`src/rtl/write_audio.sv`:
```
// Writer side of the audio sample FIFO: deserializes I2S audio in the wclock domain
// and pushes {left, right} sample pairs into the dual-clock FIFO, counting dropped words.
`timescale 1ns/1ps
module write_audio #(
    parameter int unsigned SAMPLE_BITS = 16,
    parameter int unsigned OVF_WIDTH   = 8
) (
    input  logic                       wclock,
    input  logic                       reset,
    input  logic                       bclk,
    input  logic                       lrck,
    input  logic                       sdata,
    input  logic                       wrfull,
    output logic                       wrreq,
    output logic [2*SAMPLE_BITS-1:0]   data,
    output logic                       locked,
    output logic [OVF_WIDTH-1:0]       overflow_count
);

    localparam int unsigned SLOT_W = 6;
    localparam int unsigned WORD_W = 2 * SAMPLE_BITS;
    localparam logic [SLOT_W-1:0] SLOT_MAX = '1;
    localparam logic [SLOT_W-1:0] LAST_BIT = SLOT_W'(SAMPLE_BITS);
    localparam logic [SLOT_W-1:0] MIN_LEFT = SLOT_W'(SAMPLE_BITS + 1);

    typedef enum logic [2:0] {
        SYNC      = 3'd0,
        LEFT      = 3'd1,
        RIGHT     = 3'd2,
        COMMIT    = 3'd3,
        WAIT_LEFT = 3'd4
    } state_t;

    state_t state_q, state_d;

    logic [2:0]             bclk_sync;
    logic [1:0]             lrck_sync;
    logic [1:0]             sdata_sync;
    logic                   lr_prev;
    logic [SLOT_W-1:0]      slot_cnt;
    logic [SLOT_W-1:0]      cur_slot;
    logic [SAMPLE_BITS-1:0] left_sr;
    logic [SAMPLE_BITS-1:0] right_sr;

    logic                   bit_tick;
    logic                   lr_now;
    logic                   sd_now;
    logic                   lr_change;
    logic                   lr_rise;
    logic                   lr_fall;
    logic                   data_slot;
    logic                   shift_left;
    logic                   shift_right;

    logic                   wrreq_d;
    logic [WORD_W-1:0]      data_d;
    logic                   locked_d;
    logic [OVF_WIDTH-1:0]   ovf_d;

    // Input synchronizers; the third bclk stage feeds the rising-edge detector.
    always_ff @(posedge wclock or posedge reset) begin
        if (reset) begin
            bclk_sync  <= '0;
            lrck_sync  <= '0;
            sdata_sync <= '0;
        end else begin
            bclk_sync  <= {bclk_sync[1:0], bclk};
            lrck_sync  <= {lrck_sync[0], lrck};
            sdata_sync <= {sdata_sync[0], sdata};
        end
    end

    assign bit_tick  = bclk_sync[1] & ~bclk_sync[2];
    assign lr_now    = lrck_sync[1];
    assign sd_now    = sdata_sync[1];
    assign lr_change = bit_tick && (lr_now != lr_prev);
    assign lr_rise   = lr_change && lr_now;
    assign lr_fall   = lr_change && !lr_now;

    // Slot index of the bit being sampled at this tick: 0 on a word-select change, else saturating +1.
    assign cur_slot    = lr_change ? '0 :
                         ((slot_cnt == SLOT_MAX) ? SLOT_MAX : slot_cnt + SLOT_W'(1));
    assign data_slot   = (cur_slot != '0) && (cur_slot <= LAST_BIT);
    assign shift_left  = bit_tick && data_slot && (state_q == LEFT);
    assign shift_right = bit_tick && data_slot && (state_q == RIGHT);

    always_ff @(posedge wclock or posedge reset) begin
        if (reset) begin
            lr_prev  <= 1'b0;
            slot_cnt <= '0;
            left_sr  <= '0;
            right_sr <= '0;
        end else begin
            if (bit_tick) begin
                lr_prev  <= lr_now;
                slot_cnt <= cur_slot;
            end
            if (shift_left) begin
                left_sr <= {left_sr[SAMPLE_BITS-2:0], sd_now};
            end
            if (shift_right) begin
                right_sr <= {right_sr[SAMPLE_BITS-2:0], sd_now};
            end
        end
    end

    // Frame tracking and FIFO write decision.
    always_comb begin
        state_d  = state_q;
        wrreq_d  = 1'b0;
        data_d   = data;
        locked_d = locked;
        ovf_d    = overflow_count;
        case (state_q)
            SYNC: begin
                if (lr_fall) state_d = LEFT;
            end
            LEFT: begin
                if (lr_rise) begin
                    if (slot_cnt >= MIN_LEFT) begin
                        state_d = RIGHT;
                    end else begin
                        state_d  = SYNC;
                        locked_d = 1'b0;
                    end
                end
            end
            RIGHT: begin
                if (lr_fall) begin
                    state_d  = SYNC;
                    locked_d = 1'b0;
                end else if (bit_tick && (cur_slot == LAST_BIT)) begin
                    state_d = COMMIT;
                end
            end
            COMMIT: begin
                if (!wrfull) begin
                    wrreq_d  = 1'b1;
                    data_d   = {left_sr, right_sr};
                    locked_d = 1'b1;
                end else if (overflow_count != '1) begin
                    ovf_d = overflow_count + OVF_WIDTH'(1);
                end
                state_d = WAIT_LEFT;
            end
            WAIT_LEFT: begin
                if (lr_fall) state_d = LEFT;
            end
            default: state_d = SYNC;
        endcase
    end

    always_ff @(posedge wclock or posedge reset) begin
        if (reset) begin
            state_q        <= SYNC;
            wrreq          <= 1'b0;
            data           <= '0;
            locked         <= 1'b0;
            overflow_count <= '0;
        end else begin
            state_q        <= state_d;
            wrreq          <= wrreq_d;
            data           <= data_d;
            locked         <= locked_d;
            overflow_count <= ovf_d;
        end
    end

endmodule
```
`config.mk`:
```
export PLATFORM = sky130hd
export DESIGN_NAME = write_audio
export DESIGN_NICKNAME = d
export VERILOG_FILES = /design/src/rtl/write_audio.sv
export SDC_FILE = /design/constraint.sdc
export NUM_CORES = 1
export LEC_CHECK = 0
export ABC_AREA = 1
export CORE_UTILIZATION = 50
export DETAILED_ROUTE_END_ITERATION = 8
export PLACE_DENSITY = 0.69
export SYNTH_ARGS = -nofsm -noshare
export SYNTH_HDL_FRONTEND = slang
export SYNTH_SLANG_ARGS = --single-unit
```
`constraint.sdc`:
```
create_clock -name wclock -period 5.4 [get_ports wclock]
set_clock_uncertainty 0.2 [all_clocks]
set_input_delay 0.81 -clock wclock [delete_from_list [all_inputs] [get_ports wclock]]
set_output_delay 0.81 -clock wclock [all_outputs]
set_load 0.1 [all_outputs]
```
==> impl_metrics.yaml, run 1 <==
run_status:
  status: "completed"
grt:
  grt_pass1_wl_um: 12390
  antenna_found_initial: 0
  track_usage: 0.1846
  grt_pass1_vias: 2754
  overflow: 0
  grt_max_degree: 48
timing:
  max-slew-margin-rel: 0.3308
  slew_violations: 0
  hold_viol: 0
  fin_setup_tns_ns: 0
  post-route-period-util: 0.5508
  finalSetupViolCount: 0
  worst_pin_slew_ns: 1.001
  timing.fmax_mhz: 336.2
  period_minus_slack_ns: 2.974
  rsz0062_at_grt: "false"
  layout_setup_ws_ns: 2.426
setup_path:
  worst-path-stages: 1
  timing.rr.start: "bclk_sync[2]$_DFF_PP0_"
  start_kind: "flop"
  critPathCapture: "overflow_count[4]"
  rr_endpoint: "right_sr[3]$_DFFE_PP0P_"
  cp.required_ns: 4.39
  crit_start: "overflow_count[4]$_DFFE_PP0P_"
  path_cells: "clkdlybuf4s50_1"
  end_kind: "output pin"
  cp_max_fo: 5
  cpPeakStageDelay_ns: 1.17
  critPathTopFamily: "buffers and inverters"
  ff2ff_path_depth: 8
  r2r_slack_ns: 2.89
  crit_slowest_cell: "clkdlybuf4s50_1"
  worstPathArrival_ns: 1.96
  critPathKind: "flop to output pin"
  critPathBufInv: 1
drt:
  dr.pass1.iters: 4
  drcViolationCount: 0
  viasPerCell: 5.121
  wl_per_cell_um: 12.10
  drtAntennaViolNets: 0
  wl_um: 6898
  first_iter_violations: 145
  vias: 2919
synthesis:
  syn_inst: 422
  synth_commonest_cells: "nand2_1 (181), dfrtp_1 (91), nand4_1 (35)"
  avgSynthCellArea_um2: 9.283
  synth_top_area_share: 0.5813
  synth-seq-area-share: 0.5813
  synth_nets: 432
  synth_edf_count: 0
  synth.largest_area_cell: "dfrtp_1"
  netlist_area_um2: 3918
  synthFlopType: "dfrtp_1"
  synth_most_common_cell: "nand2_1"
  synth_seq_cells: 91
  synth_warnings: 0
  synth-async-reset-ratio: 1.000
  netlist_top_cells_area: "dfrtp_1 (58%), nand2_1 (17%), nand4_1 (5.6%)"
  synth_cell_type_count: 30
pwr:
  peakVddDrop_mv: 0.4582
  leakage_uw: 0.002387
  p_per_area_nw_per_um2: 379.4
clock_tree:
  root_buffer: "clkbuf_8"
  htree_levels: 3
  clkSinkCount: 91
  cts_tree: "built"
  cts_hold_buf: 0
  cts-resized-gates: 0
  clkLatencyLatePin_ns: 0.35
  postCtsSetupRepairBufs: 0
  path_clk_slew_ns: 0.09
  cts_buffers: 9
  clockBufferDepth: 2
cells_and_area:
  syn_to_final_growth_pct: 18.27
  fin_nets: 476
  num_antenna_cells: 0
  drive_gt1_frac: 0.09766
  fin_util: 0.6254
place:
  dp_slack_ns: 2.532
  gp_congestion: 0.7836
  place_hpwl_um: 4592
  portBuffers: 47
min_path:
  min-delay-path-class: "flop to flop"
floorplan:
  die_height_um: 90.52
  ios: 48
  placementRows: 31
  die_w_um: 90.52
  start_util: 0.5288
  die-area_um2: 8193
  coreArea_um2: 7408
job:
  drv_cap: 0
## registers in the layout, indices dropped and copies added, names as in the netlist
register        count
overflow_count      8
slot_cnt            6
right_sr           16
lr_prev             1
locked              1
sdata_sync          2
left_sr            16
data               32
state_q             3
bclk_sync           3
lrck_sync           2
wrreq               1
## cells by family after synthesis
logic type | Yosys count | synth area share
AOI/OAI and AO/OA | 19 | 0.03162
xor gates and xnor gates | 8 | 0.01788
adders and majority gates | 4 | 0.01278
buffers and inverters | 38 | 0.04695
DFF | 91 | 0.5813
muxes | 1 | 0.002874
and+or+nand+nor | 261 | 0.3066
## through the flow
step	hold slack (ns)	total power [µW]	instances	instance area, µm²
6_report	0.1549	1758	570	4633
5_1_grt	0.1683	1850	570	4633
4_1_cts	0.1569	1778	570	4633
3_5_place_dp	0.1347	1319	554	4433
3_3_place_gp	0.1331	1311	554	4433
2_1_floorplan	0.1312	1210	422	3918
## worst min-delay path by stage
stage	slack, ns	end	startpoint	cells after the start
3_5_place_dp	0.13	lrck_sync[1]$_DFF_PP0_	lrck_sync[0]$_DFF_PP0_	0
4_1_cts	0.16	lrck_sync[1]$_DFF_PP0_	lrck_sync[0]$_DFF_PP0_	0
2_1_floorplan	0.13	bclk_sync[1]$_DFF_PP0_	bclk_sync[0]$_DFF_PP0_	0
6_report	0.15	sdata_sync[1]$_DFF_PP0_	sdata_sync[0]$_DFF_PP0_	0
5_1_grt	0.17	sdata_sync[1]$_DFF_PP0_	sdata_sync[0]$_DFF_PP0_	0
3_3_place_gp	0.13	sdata_sync[1]$_DFF_PP0_	sdata_sync[0]$_DFF_PP0_	0
## report_power, final
group          switching, µW  internal (µW)  total (µW)
Clock                    241            216         457
Combinational            391            121         513
Sequential              49.5            739         789
## placed cells by master, fill, tap and decap left out, drive strengths merged, types with 9 or more instances in the layout
cell	count
clkbuf	9
clkdlybuf4s50	47
dfrtp	91
inv	21
nand2	188
nand3	17
nand4	37
nor2	14
o21ai	17
## per-layer routing
| layer | share of wire | wire, µm | GRT usage | vias up |
|---|---|---|---|---|
| li1 | - | - | - | 1458 |
| met1 | 0.50 | 3424 | 0.2566 | 1409 |
| met2 | 0.46 | 3153 | 0.2948 | 44 |
| met3 | 0.033 | 227 | 0.03283 | 8 |
| met4 | 0.013 | 93 | 0.05914 | 0 |
| met5 | 0 | 0 | 0 | - |
## final cells by class
class	instances	area, µm²
clock inverters	7	76.32
fillers	632	2775
multi-input cells	293	1459
well taps	99	123.9
flip-flops and latches	91	2277
inverters	21	80.08
repair buffers	50	493.0
clock buffers	9	123.9
Power figures use the tool's default switching activity.
==> run 2, diff against run 1 <==
--- a/config.mk
+++ b/config.mk
@@ -8,7 +8,7 @@
 export ABC_AREA = 1
 export CORE_UTILIZATION = 50
 export DETAILED_ROUTE_END_ITERATION = 8
-export PLACE_DENSITY = 0.69
+export PLACE_DENSITY = 0.72
 export SYNTH_ARGS = -nofsm -noshare
 export SYNTH_HDL_FRONTEND = slang
 export SYNTH_SLANG_ARGS = --single-unit
==> constraint.sdc (replaced) <==
create_clock -name wclock -period 2.5 [get_ports wclock]
set_clock_uncertainty 0.2 [all_clocks]
set_input_delay 0.375 -clock wclock [delete_from_list [all_inputs] [get_ports wclock]]
set_output_delay 0.375 -clock wclock [all_outputs]
set_load 0.1 [all_outputs]
==> impl_metrics.yaml, run 2 (synthesis gave the netlist of run 1 again) <==
cells_and_area:
  layout_commonest_cell: "nand2_1"
  drive_gt1_frac: 0.2058
  multi_input_area_um2: 1459
  n_fill_cell: 622
  seqCellArea_um2: 2280
  reg.largest.list: "data (32), left_sr (16), right_sr (16)"
  fin_nets: 486
  regMostFlops: "data"
  layout_common_cells: "nand2_1 (181), dfrtp_1 (89), buf_4 (53), nand4_1 (35), inv_1 (16)"
  num_antenna_cells: 0
  largest_register_ffs: 32
  syn_to_final_growth_pct: 18.08
pwr:
  p_per_area_nw_per_um2: 831.0
  power_uw: 3844
  leakage_uw: 0.002532
  peakVddDrop_mv: 0.9967
place:
  portBuffers: 47
  gp_congestion: 0.8459
  place_hpwl_um: 4995
  dp_slack_ns: 0.2867
floorplan:
  start_util: 0.5288
  die_height_um: 90.52
  ios: 48
  die_w_um: 90.52
  coreArea_um2: 7408
  die-area_um2: 8193
  placementRows: 31
drt:
  wl_per_cell_um: 12.65
  viasPerCell: 5.122
  first_iter_violations: 157
  dr.pass1.iters: 4
  drcViolationCount: 0
  drtAntennaViolNets: 0
  vias: 2971
  wl_um: 7335
clock_tree:
  path_clk_slew_ns: 0.08
  cts-resized-gates: 0
  clockBufferDepth: 2
  postCtsSetupRepairBufs: 0
  htree_levels: 3
  clkLatencyLatePin_ns: 0.35
  root_buffer: "clkbuf_8"
  cts_hold_buf: 0
  clkSinkCount: 91
  cts_tree: "built"
  cts_buffers: 9
timing:
  fin_setup_tns_ns: 0
  layout_setup_ws_ns: 0.2703
  timing.fmax_mhz: 448.5
  worst_pin_slew_ns: 0.4380
  period_minus_slack_ns: 2.230
  hold_viol: 0
  post-route-period-util: 0.8919
  rsz0062_at_grt: "false"
  finalSetupViolCount: 0
  max-slew-margin-rel: 0.7074
  slew_violations: 0
min_path:
  whs_path_depth: 0
  hold_start: "sdata_sync[0]$_DFF_PP0_"
  min-delay-path-class: "flop to flop"
  hold-path-endpoint: "sdata_sync[1]$_DFF_PP0_"
run_status:
  status: "completed"
setup_path:
  r2r_slack_ns: 0.27
  timing.rr.start: "slot_cnt[0]$_DFFE_PP0P_"
  worstPathArrival_ns: 2.27
  end_kind: "flop"
  start_kind: "flop"
  cp.required_ns: 2.54
  rr_endpoint: "right_sr[7]$_DFFE_PP0P_"
  cp_max_fo: 16
  critPathKind: "flop to flop"
  ff2ff_path_depth: 11
grt:
  grt_pass1_wl_um: 13340
  antenna_found_initial: 0
  grt_max_degree: 58
  grt_pass1_vias: 3043
  track_usage: 0.2012
  overflow: 0
job:
  drv_cap: 0
run 2: changes by cell type in the layout (fill, tap and decap cells not counted), sizes merged:
cell	change
buf	+52
clkdlybuf4s50	-42
clkinvlp	-2
clkbuf	+1
clkinv	+1
run 2: metrics by stage:
stage	hold slack, ns	std cells	cell area (µm²)	util
after floorplan	0.1312	422	3924	-
after global placement	0.1320	564	4433	0.5984
after detailed placement	0.1370	564	4433	0.5984
after CTS	0.1565	580	4626	0.6244
after global routing	0.1618	580	4626	0.6244
final	0.1555	580	4626	0.6244
run 2: metal layers:
metal  track usage  share of wire
met1        0.2591           0.48
met2        0.3327           0.47
met3       0.04293          0.037
met4       0.07796          0.011
met5             0              0
run 2: cell type report:
| class | instances | share of cell area |
|---|---|---|
| clock buffer | 10 | 0.02759 |
| clock inverter | 6 | 0.01407 |
| inverter | 21 | 0.01785 |
| multi-input combinational | 293 | 0.3154 |
| sequential | 91 | 0.4928 |
| tap | 99 | 0.02678 |
| timing repair buffer | 60 | 0.1055 |
run 2: worst max path at each step:
stage | cells past startpoint | slack, ns | endpoint | from
3_5_place_dp | 11 | 0.29 | right_sr[9]$_DFFE_PP0P_ | slot_cnt[0]$_DFFE_PP0P_
5_1_grt | 11 | 0.10 | right_sr[7]$_DFFE_PP0P_ | slot_cnt[0]$_DFFE_PP0P_
3_3_place_gp | 11 | 0.34 | right_sr[4]$_DFFE_PP0P_ | slot_cnt[0]$_DFFE_PP0P_
2_1_floorplan | 8 | 0.13 | overflow_count[7]$_DFFE_PP0P_ | overflow_count[3]$_DFFE_PP0P_
6_report | 11 | 0.27 | right_sr[7]$_DFFE_PP0P_ | slot_cnt[0]$_DFFE_PP0P_
4_1_cts | 11 | 0.26 | right_sr[15]$_DFFE_PP0P_ | slot_cnt[0]$_DFFE_PP0P_
run 2: report_power, final:
| group | leakage [µW] | internal [µW] | total (µW) | switching (µW) |
|---|---|---|---|---|
| Clock | 0.0000966 | 465 | 975 | 510 |
| Combinational | 0.00120 | 289 | 1160 | 871 |
| Sequential | 0.00124 | 1600 | 1710 | 110 |
| Total | 0.00253 | 2350 | 3840 | 1490 |
run 2: worst max-delay path, cell delays in order, from the launching register on:
cell      delay [ns]
dfrtp_1         0.47
ha_1            0.27
nand2_2         0.10
inv_2           0.05
nand2_2         0.10
nand2_1         0.12
o21bai_4        0.21
nand2_4         0.09
nand2_4         0.09
nand4_4         0.23
nand2_1         0.13
nand2_1         0.06
==> run 3, diff against run 2 <==
--- a/config.mk
+++ b/config.mk
@@ -5,7 +5,6 @@
 export SDC_FILE = /design/constraint.sdc
 export NUM_CORES = 1
 export LEC_CHECK = 0
-export ABC_AREA = 1
 export CORE_UTILIZATION = 50
 export DETAILED_ROUTE_END_ITERATION = 8
 export PLACE_DENSITY = 0.72
==> impl_metrics.yaml, run 3 <==
cells_and_area:
  n_fill_cell: 582
  num_antenna_cells: 0
  regMostFlops: "data"
  multi_input_area_um2: 1627
  fin_util: 0.6423
  layout_commonest_cell: "dfrtp_1"
  layout_common_cells: "dfrtp_1 (89), buf_4 (73), mux2_2 (45), mux2_4 (21), nand2_1 (13)"
  syn_to_final_growth_pct: 24.32
  drive_gt1_frac: 0.4933
  design_area_um2: 4964
  fin_nets: 376
  seqCellArea_um2: 2280
  reg.largest.list: "data (32), left_sr (16), right_sr (16)"
  largest_register_ffs: 32
  fin_cells: 473
timing:
  period_minus_slack_ns: 2.562
  worst_pin_slew_ns: 0.6144
  slew_violations: 0
  layout_setup_ws_ns: -0.06201
  rsz0062_at_grt: "true"
  hold_viol: 0
  post-route-period-util: 1.025
  finalSetupViolCount: 28
  timing.fmax_mhz: 390.3
  max-slew-margin-rel: 0.5896
  whs_ns: 0.1584
run_status:
  violations: "negative setup slack"
  status: "finished, violations left"
drt:
  vias: 2490
  dr.pass1.iters: 4
  drtAntennaViolNets: 0
  wl_um: 7100
  wl_per_cell_um: 15.01
  first_iter_violations: 148
  viasPerCell: 5.264
  drcViolationCount: 0
place:
  portBuffers: 47
  place_hpwl_um: 4664
  gp_congestion: 0.8272
  placed_cell_area_um2: 4693
  placedCellCount: 451
synthesis:
  netlist_area_um2: 3993
  synth_commonest_cells: "dfrtp_1 (91), mux2_2 (45), mux2_4 (21)"
  synth.largest_area_cell: "dfrtp_1"
  synth_top_area_share: 0.5704
  synth_nets: 296
  synth-seq-area-share: 0.5704
  synth_most_common_cell: "dfrtp_1"
  synthFlopType: "dfrtp_1"
  synth-async-reset-ratio: 1.000
  synth_seq_cells: 91
  avgSynthCellArea_um2: 13.96
  synth_warnings: 0
  netlist_top_cells_area: "dfrtp_1 (57%), mux2_2 (13%), mux2_4 (7.9%)"
  synth_edf_count: 0
  syn_inst: 286
  synth_cell_type_count: 51
floorplan:
  die_height_um: 91.36
  ios: 48
  start_util: 0.5167
  die-area_um2: 8347
  die_w_um: 91.36
  coreArea_um2: 7727
  placementRows: 32
setup_path:
  end_kind: "flop"
  cp.required_ns: 2.54
  cp_max_fo: 16
  critPathKind: "flop to flop"
  worstPathArrival_ns: 2.60
  start_kind: "flop"
min_path:
  min-delay-path-class: "flop to flop"
pwr:
  leakage_uw: 0.002445
  peakVddDrop_mv: 0.3887
  power_uw: 3142
  p_per_area_nw_per_um2: 633.0
grt:
  antenna_found_initial: 0
  grt_pass1_wl_um: 11980
  grt_pass1_vias: 2461
  overflow: 0
  grt_max_degree: 92
  track_usage: 0.1858
clock_tree:
  path_clk_slew_ns: 0.10
  clkSinkCount: 91
  htree_levels: 3
  cts_tree: "built"
  root_buffer: "clkbuf_8"
  clockBufferDepth: 2
  clkLatencyLatePin_ns: 0.36
  cts_buffers: 9
job:
  drv_cap: 0
run 3: changes by cell type in the layout (fill, tap and decap cells not counted), sizes merged, moves of 4 or more:
cell,delta
mux2,+65
nand4,-35
nor3,+4
o21ai,-10
a31oi,+4
inv,-12
nand2,-175
nand3,-10
buf,+24
nor2,-4
a21oi,+11
run 3: kinds of logic (layout without fill, tap and decap cells):
kind of cell	Yosys count	after routing	share of synthesized area
compound gates	37	37	0.06550
xor+xnor	8	8	0.01755
fa+ha+maj	4	4	0.01254
buf+inv	22	107	0.03854
flops	91	91	0.5704
mux	67	67	0.2084
simple gates	57	57	0.08712
run 3: worst paths after layout:
path / startpoint / end / slack (ns) / cells past startpoint
min in group asynchronous: reset / data[25]$_DFFE_PP0P_ / 0.30 / 3
worst min-delay path: lrck_sync[0]$_DFF_PP0_ / lrck_sync[1]$_DFF_PP0_ / 0.16 / 0
worst max register to register: slot_cnt[1]$_DFFE_PP0P_ / left_sr[4]$_DFFE_PP0P_ / -0.06 / 10
worst max-delay path: slot_cnt[1]$_DFFE_PP0P_ / left_sr[4]$_DFFE_PP0P_ / -0.06 / 10
max in group asynchronous: reset / slot_cnt[3]$_DFFE_PP0P_ / 1.45 / 3
worst min register to register: lrck_sync[0]$_DFF_PP0_ / lrck_sync[1]$_DFF_PP0_ / 0.16 / 0
run 3: power by group:
part	leakage [µW]	switching (µW)	internal (µW)
combinational	0.00110	230	275
sequential	0.00124	64.3	1540
clock	0.000102	526	504
run 3: cell type report:
| cell class | count | share of cell area |
|---|---|---|
| inverter | 7 | 0.006050 |
| multi-input combinational | 173 | 0.3277 |
| sequential | 91 | 0.4593 |
| clock buffer | 11 | 0.02849 |
| timing repair buffer | 84 | 0.1394 |
| clock inverter | 5 | 0.01336 |
| tap | 102 | 0.02571 |
run 3: critical path: stages, from the launching register on:
cell	delay (ns)
dfrtp_2	0.44
inv_2	0.08
ha_4	0.21
buf_6	0.11
nor3b_4	0.17
mux2_4	0.33
a211oi_4	0.24
buf_4	0.16
nor3_4	0.04
buf_12	0.16
mux2_4	0.30
run 3: per-stage QoR:
stage / worst slack [ns] / setup TNS (ns)
floorplan: 0.002593 / 0
detailed placement: -0.3032 / -6.919
global route: -0.1290 / -3.527
CTS: -0.09081 / -1.187
finish: -0.06201 / -1.235
global placement: -0.2258 / -5.052
run 3: per-layer routing:
layer	vias up	wire [µm]	track usage
met3	5	203	0.05276
met2	48	3370	0.2847
li1	1182	-	-
met4	0	70	0.05159
met5	-	0	0
met1	1255	3456	0.2598
run 3: repair_timing:
action / in CTS / in global routing
gates resized for setup: 3 / 3
buffers inserted: 5 / 3
pin swaps: 2 / 1
hold buffers: 0 / 0
setup endpoints to repair: 32 / 26
